`config.mk`:
```
export PLATFORM = sky130hd
export DESIGN_NAME = countdown_timer
export DESIGN_NICKNAME = d
export VERILOG_FILES = /design/src/rtl/countdown_timer_pkg.sv /design/src/rtl/bcd_down_digit.sv /design/src/rtl/countdown_timer.sv
export SDC_FILE = /design/constraint.sdc
export NUM_CORES = 1
export LEC_CHECK = 0
export ABC_AREA = 0
export ABC_CLOCK_PERIOD_IN_PS = 4900
export BUFFER_PORTS_ARGS = -buffer_cell sky130_fd_sc_hd__buf_2
export CORE_AREA = 2 2 94 60
export CTS_CLUSTER_SIZE = 40
export DETAILED_ROUTE_END_ITERATION = 10
export DIE_AREA = 0 0 96 62
export GPL_TIMING_DRIVEN = 0
export PLACE_DENSITY = 0.67
export RECOVER_POWER = 100
export SETUP_SLACK_MARGIN = 0.3
export SLEW_MARGIN = 20
export SYNTH_ARGS = -nofsm -noshare
export SYNTH_HDL_FRONTEND = slang
export SYNTH_SLANG_ARGS = --single-unit
```
`constraint.sdc`:
```
create_clock -name clk -period 4.9 [get_ports clk]
set_input_delay 0.735 -clock clk [delete_from_list [all_inputs] [get_ports clk]]
set_output_delay 0.735 -clock clk [all_outputs]
set_load 0.005 [all_outputs]
```
`src/rtl/countdown_timer_pkg.sv`:
```
// Shared types and constants for the MM:SS countdown timer.
// These cover the FSM state encoding and the BCD digit limits.
package countdown_timer_pkg;

    typedef enum logic [1:0] {
        ST_IDLE    = 2'd0,
        ST_RUNNING = 2'd1,
        ST_PAUSED  = 2'd2,
        ST_EXPIRED = 2'd3
    } state_e;

    localparam logic [3:0] BCD_ZERO = 4'd0;
    localparam logic [3:0] BCD_NINE = 4'd9;
    localparam logic [3:0] BCD_FIVE = 4'd5;

    // Time is packed as {min_dez, min_uni, seg_dez, seg_uni}.
    function automatic logic is_zero_time(input logic [15:0] t);
        return t == 16'h0000;
    endfunction

    function automatic logic is_one_second(input logic [15:0] t);
        return t == 16'h0001;
    endfunction

endpackage

```
`src/rtl/bcd_down_digit.sv`:
```
// One BCD down-counting digit with a parameterised wrap value.
// It produces a borrow when it wraps, so several instances can be chained.
module bcd_down_digit
    import countdown_timer_pkg::*;
#(
    parameter logic [3:0] WRAP = BCD_NINE
) (
    input  logic       clk,
    input  logic       i_reset,
    input  logic       i_load,
    input  logic [3:0] i_load_val,
    input  logic       i_en,
    output logic [3:0] o_digit,
    output logic       o_borrow
);

    logic [3:0] r_digit;

    always_ff @(posedge clk) begin
        if (i_reset || i_load) begin
            r_digit <= i_load_val;
        end else if (i_en) begin
            r_digit <= (r_digit == BCD_ZERO) ? WRAP : r_digit - 4'd1;
        end
    end

    assign o_digit  = r_digit;
    assign o_borrow = i_en && (r_digit == BCD_ZERO);

endmodule

```
`src/rtl/countdown_timer.sv`:
```
// MM:SS countdown timer: the 1 Hz prescaler and run/pause/expire FSM drive
// a chain of four BCD down-counting digits.
module countdown_timer
    import countdown_timer_pkg::*;
#(
    parameter int unsigned CLK_FREQ = 50000000,
    parameter logic [7:0]  INIT_MIN = 8'h02,
    parameter logic [7:0]  INIT_SEC = 8'h00
) (
    input  logic       clk,
    input  logic       reset,
    input  logic       start,
    input  logic       pause,
    input  logic       restart,
    output logic [3:0] min_dez,
    output logic [3:0] min_uni,
    output logic [3:0] seg_dez,
    output logic [3:0] seg_uni,
    output logic       running,
    output logic       expired,
    output logic       tick
);

    localparam int unsigned PW = (CLK_FREQ > 1) ? $clog2(CLK_FREQ) : 1;
    localparam logic [PW-1:0] P_LAST = PW'(CLK_FREQ - 1);
    localparam logic PRESET_ZERO = is_zero_time({INIT_MIN, INIT_SEC});

    state_e        r_state;
    logic [PW-1:0] r_presc;
    logic          r_running;
    logic          r_expired;
    logic          r_tick;

    logic [15:0]   w_digits;
    logic          w_terminal;
    logic          w_dec;
    logic          w_to_zero;
    logic          w_b_su;
    logic          w_b_sd;
    logic          w_b_mu;
    logic          w_b_md;

    assign w_digits   = {min_dez, min_uni, seg_dez, seg_uni};
    assign w_terminal = (r_presc == P_LAST);

    // A decrement is applied only at the terminal count, never when overridden
    // by restart/pause, and never at 00:00.
    assign w_dec = (r_state == ST_RUNNING) && !restart && !pause && w_terminal
                   && !is_zero_time(w_digits);
    assign w_to_zero = w_dec && is_one_second(w_digits);

    always_ff @(posedge clk) begin
        if (reset) begin
            r_state   <= ST_IDLE;
            r_presc   <= '0;
            r_running <= 1'b0;
            r_expired <= 1'b0;
            r_tick    <= 1'b0;
        end else begin
            r_tick <= 1'b0;
            if (restart) begin
                r_state   <= ST_IDLE;
                r_presc   <= '0;
                r_running <= 1'b0;
                r_expired <= 1'b0;
            end else begin
                unique case (r_state)
                    ST_IDLE: begin
                        if (start && !pause) begin
                            r_presc <= '0;
                            if (PRESET_ZERO) begin
                                r_state   <= ST_EXPIRED;
                                r_expired <= 1'b1;
                            end else begin
                                r_state   <= ST_RUNNING;
                                r_running <= 1'b1;
                            end
                        end
                    end
                    ST_RUNNING: begin
                        if (pause) begin
                            r_state   <= ST_PAUSED;
                            r_running <= 1'b0;
                        end else if (w_terminal) begin
                            r_presc <= '0;
                            r_tick  <= w_dec;
                            if (w_to_zero || is_zero_time(w_digits)) begin
                                r_state   <= ST_EXPIRED;
                                r_running <= 1'b0;
                                r_expired <= 1'b1;
                            end
                        end else begin
                            r_presc <= r_presc + PW'(1);
                        end
                    end
                    ST_PAUSED: begin
                        // Prescaler is held so the partial second survives.
                        if (start && !pause) begin
                            r_state   <= ST_RUNNING;
                            r_running <= 1'b1;
                        end
                    end
                    ST_EXPIRED: begin
                        r_state <= ST_EXPIRED;
                    end
                    default: begin
                        r_state <= ST_IDLE;
                    end
                endcase
            end
        end
    end

    bcd_down_digit #(
        .WRAP(BCD_NINE)
    ) u_seg_uni (
        .clk       (clk),
        .i_reset   (reset),
        .i_load    (restart),
        .i_load_val(INIT_SEC[3:0]),
        .i_en      (w_dec),
        .o_digit   (seg_uni),
        .o_borrow  (w_b_su)
    );

    bcd_down_digit #(
        .WRAP(BCD_FIVE)
    ) u_seg_dez (
        .clk       (clk),
        .i_reset   (reset),
        .i_load    (restart),
        .i_load_val(INIT_SEC[7:4]),
        .i_en      (w_b_su),
        .o_digit   (seg_dez),
        .o_borrow  (w_b_sd)
    );

    bcd_down_digit #(
        .WRAP(BCD_NINE)
    ) u_min_uni (
        .clk       (clk),
        .i_reset   (reset),
        .i_load    (restart),
        .i_load_val(INIT_MIN[3:0]),
        .i_en      (w_b_sd),
        .o_digit   (min_uni),
        .o_borrow  (w_b_mu)
    );

    bcd_down_digit #(
        .WRAP(BCD_NINE)
    ) u_min_dez (
        .clk       (clk),
        .i_reset   (reset),
        .i_load    (restart),
        .i_load_val(INIT_MIN[7:4]),
        .i_en      (w_b_mu),
        .o_digit   (min_dez),
        .o_borrow  (w_b_md)
    );

    assign running = r_running;
    assign expired = r_expired;
    assign tick    = r_tick;

    logic w_unused;
    assign w_unused = w_b_md;

endmodule

```
# [Word-level counts from Yosys, hierarchy flattened]
# Index checks and enable logic that the tools add are counted.
# W data, S select, Z words.
[op_classes] eq_ne=10 addsub=5 bitwise=3 reduce_logical=29 muxes=18
[ops] operator="$mux W26" count=3
[ops] operator="$pmux W26 S2" count=1
[ops] operator="$add A26 B1 Y26 const B" count=1
[ops] operator="$eq A26 B26 Y1 const B" count=1
[ops] operator="$eq A16 B1 Y1 const B" count=1
[ops] operator="$logic_not A16 Y1" count=1
[ops] operator="$logic_not A4 Y1" count=4
[ops] operator="$mux W4" count=4
[ops] operator="$sub A4 B1 Y4 const B" count=4
[ops] operator="$logic_and A1 B1 Y1" count=9
[ops] operator="$mux W2" count=4
[ops] operator="$reduce_and A4 Y1" count=2
[ops] operator="$pmux W2 S3" count=1
[ops] operator="$reduce_and A3 Y1" count=2
[ops] operator="$reduce_or A5 Y1" count=1
[ops] operator="$eq A2 B2 Y1 const B" count=2
[ops] operator="$mux W1" count=4
[ops] operator="$ne A2 B2 Y1 const B" count=2
[ops] operator="$reduce_bool A2 Y1" count=2
[ops] operator="$reduce_or A2 Y1" count=2
[ops] operator="$logic_not A1 Y1" count=3
[ops] operator="$ne A3 B2 Y1 const B" count=1
[ops] operator="$ne A3 B3 Y1 const B" count=1
[ops] operator="$not A1 Y1" count=3
[ops] operator="other kinds (5)" count=6
[totals] out_inout_bits=19 word_cells=74 reg_bits=47

# [Logic depth before layout (Yosys ltp)]
# Gate-level depths: netlist of run 1.
[depth] word_depth=11 mapped_depth=7 mapped_depth_nobuf=6

# [By module]
# A second synthesis of run 1 with hierarchy kept.
[unflattened] cells_unflattened=299 hier_area_um2=2632.5
[modules_own_cells] mod="countdown_timer" n_inst=1 cells_per_inst=213 area_per_inst_um2=1726.7 seq_area_each_um2=620.6
[modules_own_cells] mod="bcd_down_digit at u_min_dez ..." n_inst=3 cells_per_inst=22 area_per_inst_um2=227.7 seq_area_each_um2=120.1
[modules_own_cells] mod="bcd_down_digit at u_seg_dez" n_inst=1 cells_per_inst=20 area_per_inst_um2=222.7 seq_area_each_um2=120.1

# [Least setup slack after synthesis of run 1]
# No wires, ideal clock.
[synth_timing] kind="input-to-reg" start="in pause" end="reg u_seg_dez.r_digit[3], in the netlist u_seg_dez.o_digit[3]" setup_ns=0.115 t_required_ns=4.785 path_buffers=1 slack_ns=2.292 cell_stages=5 arrival_time_ns=2.493 cell_sequence="clkbuf_2 or4b_2 nand3b_2 or4_1 and3_1"
[synth_between] elab_chain_len=5
[synth_rtl] item="start, declared" line="countdown_timer.sv:13" source="input logic pause,"
[synth_rtl] item="$logic_not A1 Y1" line="countdown_timer.sv:48" source="assign w_dec = (r_state == ST_RUNNING) && !restart && !pause && w_terminal"
[synth_rtl] item="$logic_and A1 B1 Y1 (2 in a row)" line="countdown_timer.sv:48"
[synth_rtl] item="$logic_and A1 B1 Y1" line="countdown_timer.sv:49" source="&& !is_zero_time(w_digits);"
[synth_rtl] item="$logic_and A1 B1 Y1" line="bcd_down_digit.sv:28" source="assign o_borrow = i_en && (r_digit == BCD_ZERO);"
[synth_rtl] item="end signal, assigned" line="bcd_down_digit.sv:21" source="r_digit <= i_load_val;"
[synth_rtl] item="end signal, assigned" line="bcd_down_digit.sv:23" source="r_digit <= (r_digit == BCD_ZERO) ? WRAP : r_digit - 4'd1;"
[synth_rtl] item="end, declared" line="bcd_down_digit.sv:17" source="logic [3:0] r_digit;"
# No other way between the ends.
# A chain may end at the register's enable or synchronous reset.

# [Final worst setup path of run 1]
[layout_timing] start="reg r_presc[10]" end="reg r_presc[7]"
[layout_between] elab_chain_len=4
[layout_rtl] item="start, declared" line="countdown_timer.sv:29" source="logic [PW-1:0] r_presc;"
[layout_rtl] item="start signal, assigned" line="countdown_timer.sv:93" source="r_presc <= r_presc + PW'(1);"
[layout_rtl] item="$eq A26 B26 Y1" line="countdown_timer.sv:44" source="assign w_terminal = (r_presc == P_LAST);"
[layout_rtl] item="$mux W26" line="countdown_timer.sv:84" source="end else if (w_terminal) begin"
[layout_rtl] item="$mux W26" line="countdown_timer.sv:81" source="if (pause) begin"
[layout_rtl] item="$pmux W26 S2" line="countdown_timer.sv:67" source="unique case (r_state)"
# No other way between the ends. The select of a mux whose other input is x is not followed.

==> metrics.yaml, run 1 <==
synth_area_mm2: 0.00244
synthTopCellsByCount: "dfxtp_1 (47), nor2_1 (34), nand2_1 (19)"
grt_antenna_before_repair: 0
grt_pass1_vias: 1889
gr-total-overflow: 0
skew_ps: 7.37
cts_tree: "yes"
violations: "max-capacitance violations, max-slew violations"
port-buffer-count: 22
synthFlopType: "dfxtp_1"
ant_nets: 0
cp-start-kind: "flip-flop"
synthDominantCellAreaShare: 0.386
leakagePower_nw: 0.884
h-tree-depth: 2
cts_buffers: 5
endpoint_kind: "flip-flop"
reg2regPathDepth: 7
cpPeakStageDelay_ps: 1450
path_common_cell: "buf_6"
worstPathRequired_ps: 5100
num_vias: 2248
synth-async-reset-ratio: 0
irDropWorstVdd_mv: 0.109
fin_crit_sh: 0.754
drtPass1Iterations: 4
dp_slack_ps: 2140
wl_per_cell_um: 15.7
wirelength_um: 5920
hp-class: "flip-flop to flip-flop"
fp.dieArea_mm2: 0.00595
p_per_area_mw_per_mm2: 249
status: "finished with violations"
grt_pass1_wl_um: 9740
yosysMostFrequentCell: "dfxtp_1"
final.setup.tns_ps: 0
synth_edf_count: 0
max_slew.worst_pin.slew_ps: 1760
initial_core_util: 0.467
crit_start: "r_presc[10]"
layout_setup_ws_ps: 1210
yosysUniqueCellTypes: 54
rows: 21
routabilityCongestion: 0.882
die_w_um: 96
fillerInstances: 530
viasPerCell: 5.96
cap_violations: 1
fmax_mhz: 271
cts.sinks: 47
finalMaxSlewViolations: 8
cts-hold-fix-buffers: 0
worstReg2RegEnd: "r_presc[7]"
grt_max_degree: 14
place_hpwl_um: 4330
grt_use_total: 0.217
worst_path_max_delay_cell: "o41ai_1"
final.min_clock_period_ps: 3690
rsz0062_at_grt: "no"
path_clk_slew_ps: 90
setup_viol: 0
synth_warnings: 0
layout-drive-gt1-share: 0.123
cp_cell_sequence: "buf_6 -> or4b_1 -> nor4_1 -> a21oi_1 -> o41ai_1 -> buf_6 -> nor2_1"
antenna_cells: 0
cp_max_fo: 10
cts_setup_buffers: 0
clk_latency_ps: 310
p_total_mw: 0.668
io_pins: 24
crit_arrival_ps: 3890
syn_avg_cell_area_um2: 8.78
coreArea_mm2: 0.00523
cts_resized: 0
synth_area_leaders: "dfxtp_1 (39%), nor2_1 (5.2%), xnor2_1 (5.0%)"
syn_nets: 284
yosysTopAreaCell: "dfxtp_1"
synthCells: 278
hold_viol_final: 0
drc_errors: 0
die_h_um: 62
synth_seq_cells: 47
drt_iter0_drc: 93
area_delta_synth_final_pct: 10.1
worstSetupPathType: "flip-flop to flip-flop"
nets: 313
ys_seq_area_frac: 0.386
relSlewSlack: -0.190
worstSetupEndpoint: "r_presc[7]"
r2r_slack_ps: 1210
root_buffer: "clkbuf_8"
cts_max_path_buffers: 2
worstReg2RegStart: "r_presc[10]"
[cell families (layout without fill, tap and decap cells)]
| group | count (synthesis) | in the layout | share of synthesized area |
|---|---|---|---|
| xor+xnor | 20 | 20 | 0.0718 |
| simple gates | 141 | 141 | 0.342 |
| fa+ha+maj | 1 | 1 | 0.00513 |
| mux | 3 | 3 | 0.0123 |
| compound gates | 47 | 47 | 0.137 |
| buf+inv | 19 | 49 | 0.0462 |
| flops | 47 | 47 | 0.386 |
[power breakdown]
group / switching, mW / internal [mW] / total [mW] / leakage (nW)
logic: 0.0162 / 0.00783 / 0.0241 / 0.453
clock network: 0.132 / 0.129 / 0.261 / 0.0515
registers: 0.00110 / 0.382 / 0.384 / 0.379
total: 0.149 / 0.519 / 0.668 / 0.884
[worst max-delay path, delay by kind of cell (launching register included)]
kind	cells	cell delay, ps
and+or+nand+nor	3	1060
DFF	1	310
AOI/OAI and AO/OA	2	1800
buffers and inverters	2	410
[area by class of cell]
type                    count  area, um^2  area share
well taps                  69        86.3      0.0322
repair buffers             22         100      0.0373
clock buffers               8         100      0.0373
flip-flops and latches     47         941       0.350
plain buffers              15        87.6      0.0326
multi-input cells         212        1360       0.505
inverters                   4        15.0     0.00559
[registers in the layout, summed over array words and instances (netlist names)]
register           flops
expired                1
r_presc               26
r_state                2
running                1
tick                   1
u_min_dez.o_digit      4
u_min_uni.o_digit      4
u_seg_dez.o_digit      4
u_seg_uni.o_digit      4
[how the worst min path moves through the flow]
stage	start	endpoint	slack, ps	depth (start not counted)
after floorplan	u_min_dez.o_digit[3]	u_min_dez.o_digit[3]	440	2
after global placement	expired	expired	430	2
after detailed placement	expired	expired	440	2
after CTS	u_min_dez.o_digit[3]	u_min_dez.o_digit[3]	460	2
after global routing	u_min_dez.o_digit[3]	u_min_dez.o_digit[3]	500	2
final	u_min_dez.o_digit[3]	u_min_dez.o_digit[3]	460	2
[cells in the final DEF, fill, tap and decap left out, drive strengths merged, types with 12 or more instances in the layout]
cell and instances:
nor4 12, nand3 12, a21oi 15, nand2 19, buf 19, nand4 12
clkbuf 26, nor2 34, xnor2 14, dfxtp 47
[stage by stage]
step	instance area [um^2]	hold WS [ps]	utilization	cells
after floorplan	2440	442	-	278
after global placement	2640	432	0.504	369
after detailed placement	2640	444	0.504	369
after CTS	2740	459	0.523	377
after global routing	2690	501	0.514	377
final	2690	460	0.514	377
[metal layers]
metal / vias up / track usage / share of wire
met5: - / 0 / 0
li1: 1098 / - / -
met4: 0 / 0.0776 / 0.015
met3: 10 / 0.0507 / 0.068
met2: 66 / 0.273 / 0.37
met1: 1074 / 0.347 / 0.54
Note: power is estimated with default switching activity, not from simulation.
==> inputs of run 2 (changes only) <==
ABC_CLOCK_PERIOD_IN_PS = 3050   (was 4900)
PLACE_DENSITY = 0.7   (was 0.67)
clock period = 3.05 ns   (was 4.9 ns; I/O delays follow)
==> run 2 against run 1 <==
  * The run now ends clean
  * Sequential share of layout area shrank 0.40 points
  * Power grew 53%
  * Final cell count grew 0.80%
  * Routed wire length shrank 2.1%
  * Largest cell class unchanged
  * Largest power group unchanged
==> metrics.yaml, run 2 (same netlist as run 1, synthesis figures left out) <==
largest_reg_flops: 26  # unchanged
hold_viol_final: 0  # unchanged
busiest_layer: "met1"
cts-hold-fix-buffers: 0  # unchanged
h-tree-depth: 2  # unchanged
wirelength_um: 5800  # -2.1%
num_vias: 2170  # -3.5%
final.min_clock_period_ps: 2680  # -1010 ps
worstPathRequired_ps: 3240  # -1860 ps
cts_buffers: 5  # unchanged
clk_latency_ps: 300  # about the same
final_cell_mix: "dfxtp_1 (47), nor2_1 (34), clkbuf_1 (19), nand2_1 (19), buf_2 (16)"
top_register: "r_presc"
irDropWorstVdd_mv: 0.249  # +130%
final_util: 0.520  # +0.00598
grt_use_met1: 0.343  # -0.00423
fmax_mhz: 373  # +38%
area_delta_synth_final_pct: 11.3
cap_violations: 0  # -1
layout-drive-gt1-share: 0.141  # +0.0181
antenna_cells: 0  # unchanged
endpoint_kind: "flip-flop"
die_h_um: 62  # unchanged
die_w_um: 96  # unchanged
place_hpwl_um: 4230  # -2.3%
io_pins: 24  # unchanged
initial_core_util: 0.467  # unchanged
setup_viol: 0  # unchanged
grt_pass1_vias: 1847  # -2.2%
hp-class: "input pin to flip-flop"
grt_use_total: 0.207  # -0.0100
grt_antenna_before_repair: 0  # unchanged
cts_max_path_buffers: 2  # unchanged
root_buffer: "clkbuf_8"
cp_max_fo: 10  # unchanged
final.setup.tns_ps: 0  # unchanged
status: "finished clean"
final_common_cell: "dfxtp_1"
grt_util_met2: 0.257  # -0.0159
wl_per_cell_um: 15.3  # -2.9%
relSlewSlack: 0.357  # +0.547
grt_pass1_wl_um: 9340  # -4.2%
drtPass1Iterations: 4  # unchanged
finalMaxSlewViolations: 0  # -8
routabilityCongestion: 0.878  # -0.43%
drc_errors: 0  # unchanged
ant_nets: 0  # unchanged
fp.dieArea_mm2: 0.00595  # unchanged
drt_iter0_drc: 160  # +72%
max_slew.worst_pin.slew_ps: 958  # -804 ps
worstSetupPathType: "flip-flop to flip-flop"
p_total_mw: 1.02  # +53%
path_clk_slew_ps: 90  # about the same
nets: 316  # +0.96%
skew_ps: 11.0  # +3.65 ps
coreArea_mm2: 0.00523  # unchanged
crit_arrival_ps: 2870  # -1020 ps
rows: 21  # unchanged
leakagePower_nw: 0.907  # +2.6%
grt_max_degree: 14  # unchanged
gr-total-overflow: 0  # unchanged
rsz0062_at_grt: "no"
cts.sinks: 47  # unchanged
cts_tree: "yes"
port-buffer-count: 22  # unchanged
cp-start-kind: "flip-flop"
p_per_area_mw_per_mm2: 377  # +51%
grtUsageMet3: 0.0507  # unchanged
fin_crit_sh: 0.878  # +0.125
viasPerCell: 5.71  # -4.2%
==> run 2: critical path, stage by stage, from the launching register on <==
cell      delay [ps]
dfxtp_1          480
or4b_2           630
nor4_2           310
a21oi_1          310
o41ai_4          420
clkbuf_1         220
buf_6            170
nor2_1            50
==> run 2: stage by stage <==
stage / area, um^2 / cells / setup WS, ps / hold slack, ps
after floorplan: 2440 / 278 / 719 / 442
after global placement: 2640 / 369 / 404 / 437
after detailed placement: 2640 / 369 / 403 / 443
after CTS: 2720 / 377 / 384 / 360
after global routing: 2720 / 380 / 171 / 377
final: 2720 / 380 / 371 / 363
==> run 2: where the power goes <==
part           internal [mW]  total, mW  switching (mW)
sequential             0.614      0.616         0.00161
clock                  0.161      0.365           0.203
combinational         0.0157     0.0426          0.0269
==> run 2: metal layers <==
metal  share of wire  vias up  routed length, um
met5               0        -                  0
met4          0.0053        0                 31
met3           0.061        2                355
met2            0.37       52               2120
met1            0.57     1016               3290
li1                -     1100                  -
==> run 2: worst paths after layout <==
check | start | endpoint | slack, ps | depth (start not counted)
worst max-delay path | r_presc[12] | r_presc[4] | 370 | 7
worst min-delay path | reset | tick | 360 | 2
worst max register to register | r_presc[12] | r_presc[4] | 370 | 7
worst min register to register | u_min_dez.o_digit[3] | u_min_dez.o_digit[3] | 460 | 2
==> run 2: final cells by class <==
class,count,area [um^2]
fill,491,2510
clock buffer,7,76.3
tap,69,86.3
clock inverter,1,5.00
sequential,47,941
timing repair buffer,25,121
multi-input combinational,212,1380
inverter,4,15.0
buffer,15,87.6
==> run 2: timing repair <==
| item | 4_1_cts | 5_1_grt |
|---|---|---|
| endpoints found under the setup margin | 0 | 20 |
| resized for setup | 0 | 1 |
| buffers inserted | 0 | 3 |
==> inputs of run 3 (changes only) <==
ABC_CLOCK_PERIOD_IN_PS = 2400   (was 3050)
clock period = 2.4 ns   (was 3.05 ns; I/O delays follow)
==> run 3 against run 2 <==
  * Register-to-register slack got worse by 250 ps
  * Critical path depth rose by 1
  * Fmax rose by 18%
  * Highest routed layer unchanged
  * Clock power rose by 47%
==> metrics.yaml, run 3 (same netlist as run 1, synthesis figures left out) <==
status: "finished clean"
final_cells: 400  # +5.3%
worstPathRequired_ps: 2610  # -630 ps
sw_frac_of_total: 0.232  # +0.00581
fmax_mhz: 439  # +18%
drtPass1Iterations: 4  # unchanged
cp_max_fo: 6  # -4
p_int_mw: 1.08  # +36%
crit_start: "r_presc[18]"
initial_core_util: 0.467  # unchanged
hold_viol_final: 0  # unchanged
largest_reg_flops: 26  # unchanged
setup_viol: 0  # unchanged
drt_iter0_drc: 167  # +4.4%
num_vias: 2355  # +8.5%
final_cell_mix: "dfxtp_1 (39), nand2_1 (19), buf_2 (18)"
drc_errors: 0  # unchanged
port-buffer-count: 22  # unchanged
p_per_area_mw_per_mm2: 427  # +13%
final_common_cell: "dfxtp_1"
rsz0062_at_grt: "yes"
irDropWorstVdd_mv: 0.229  # -8.0%
p_sw_mw: 0.327  # +41%
layout-drive-gt1-share: 0.366  # +0.224
die_h_um: 62  # unchanged
fp.dieArea_mm2: 0.00595  # unchanged
clockPowerShare: 0.383  # +0.027
hp-class: "input pin to flip-flop"
place_hpwl_um: 4390  # +3.7%
cap_violations: 0  # unchanged
grt_use_total: 0.231  # +0.0241
comb_power_share: 0.060  # +0.018
cts_tree: "yes"
gr-total-overflow: 0  # unchanged
dp.cells: 369  # unchanged
grt_antenna_before_repair: 0  # unchanged
wirelength_um: 7050  # +22%
routabilityCongestion: 0.847  # -3.6%
crit_arrival_ps: 2490  # -380 ps
p_total_mw: 1.41  # +37%
seqPwrFrac: 0.557  # -0.045
io_pins: 24  # unchanged
skew_ps: 5.13  # -5.89 ps
fin_crit_sh: 0.950  # +0.0714
worstReg2RegEnd: "r_presc[7]"
grt_pass1_vias: 2026  # +9.7%
h-tree-depth: 2  # unchanged
root_buffer: "clkbuf_8"
cts.sinks: 47  # unchanged
worstSetupEndpoint: "r_presc[7]"
reg2regPathDepth: 8  # +1
wl_per_cell_um: 17.6  # +16%
top_register: "r_presc"
final.min_clock_period_ps: 2280  # -400 ps
grt_pass1_wl_um: 10200  # +9.4%
die_w_um: 96  # unchanged
relSlewSlack: 0.388  # +0.0302
coreArea_mm2: 0.00523  # unchanged
viasPerCell: 5.89  # +3.1%
r2r_slack_ps: 120  # -250 ps
final.setup.tns_ps: 0  # unchanged
path_clk_slew_ps: 90  # about the same
cts-hold-fix-buffers: 0  # unchanged
max_slew.worst_pin.slew_ps: 911  # -46.6 ps
clk_latency_ps: 310  # about the same
area_delta_synth_final_pct: 34.9
cts_max_path_buffers: 2  # unchanged
rows: 21  # unchanged
endpoint_kind: "flip-flop"
leakagePower_nw: 1.17  # +29%
worstSetupPathType: "flip-flop to flip-flop"
finalMaxSlewViolations: 0  # unchanged
grt_max_degree: 14  # unchanged
nets: 336  # +6.3%
ant_nets: 0  # unchanged
antenna_cells: 0  # unchanged
cp-start-kind: "flip-flop"
worstReg2RegStart: "r_presc[18]"
cts_buffers: 5  # unchanged
fillerInstances: 466  # -5.1%
==> run 3: changes by cell type in the layout (fill, tap and decap cells not counted), moves of 3 or more <==
cell	previous run	this run
buf_6	4	8
nor2_1	34	14
nor4_1	9	4
or4b_2	3	0
buf_4	1	15
nor2_2	0	11
or4b_4	1	4
a21oi_2	0	5
clkbuf_1	19	11
dfxtp_1	47	39
a21oi_1	15	9
nor2_4	0	9
nor4_2	2	5
dfxtp_2	0	7
==> run 3: worst min path at each step <==
stage | cells past startpoint | slack, ps | to | from
6_report | 2 | 260 | tick | reset
5_1_grt | 2 | 260 | tick | reset
4_1_cts | 2 | 250 | tick | reset
3_5_place_dp | 2 | 440 | u_min_dez.o_digit[3] | u_min_dez.o_digit[3]
3_3_place_gp | 2 | 440 | u_min_dez.o_digit[3] | u_min_dez.o_digit[3]
2_1_floorplan | 1 | 430 | tick | reset
==> run 3: per-stage QoR <==
stage	setup slack, ps	hold WS (ps)	utilization	instance area [um^2]
final	121	265	0.629	3290
after global routing	68.9	260	0.629	3290
after CTS	189	252	0.564	2950
after detailed placement	-5.44	441	0.513	2680
after global placement	30.3	444	0.513	2680
after floorplan	294	433	-	2490
==> run 3: routing by layer <==
layer / GRT usage / vias up / share of wire
met5: 0 / - / 0
met4: 0.0510 / 0 / 0.0078
met3: 0.0700 / 5 / 0.066
met2: 0.308 / 58 / 0.43
met1: 0.359 / 1147 / 0.50
li1: - / 1145 / -
==> run 3: area by class of cell <==
class	instances	area, um^2	area share
buffer	15	114	0.0346
clock buffer	8	100	0.0304
inverter	4	15.0	0.00456
multi-input combinational	212	1680	0.510
sequential	47	953	0.290
tap	69	86.3	0.0262
timing repair buffer	45	343	0.104
==> run 3: worst max-delay path, cell delays in order (launching register included) <==
cell and delay [ps]:
dfxtp_2 330, buf_6 120, or4b_4 530, nor4_2 430, a21oi_4 110, o41ai_4 230, buf_6 210, clkbuf_16 170
nor2_2 40
==> run 3: what timing repair did <==
action / 4_1_cts / 5_1_grt
endpoints found under the hold margin: 0 / 0
setup buffers: 11 / 10
endpoints found under the setup margin: 43 / 44
gates cloned: 0 / 2
pin swaps: 17 / 28
gates resized for setup: 17 / 71
==> run 3: power groups by stage <==
stage               registers [mW]  clock network, mW  logic [mW]
floorplan                    0.801                  0      0.0362
finish                       0.782              0.538      0.0849
global route                 0.783              0.580      0.0901
CTS                          0.783              0.546      0.0561
global placement             0.801                  0      0.0521
detailed placement           0.801                  0      0.0525
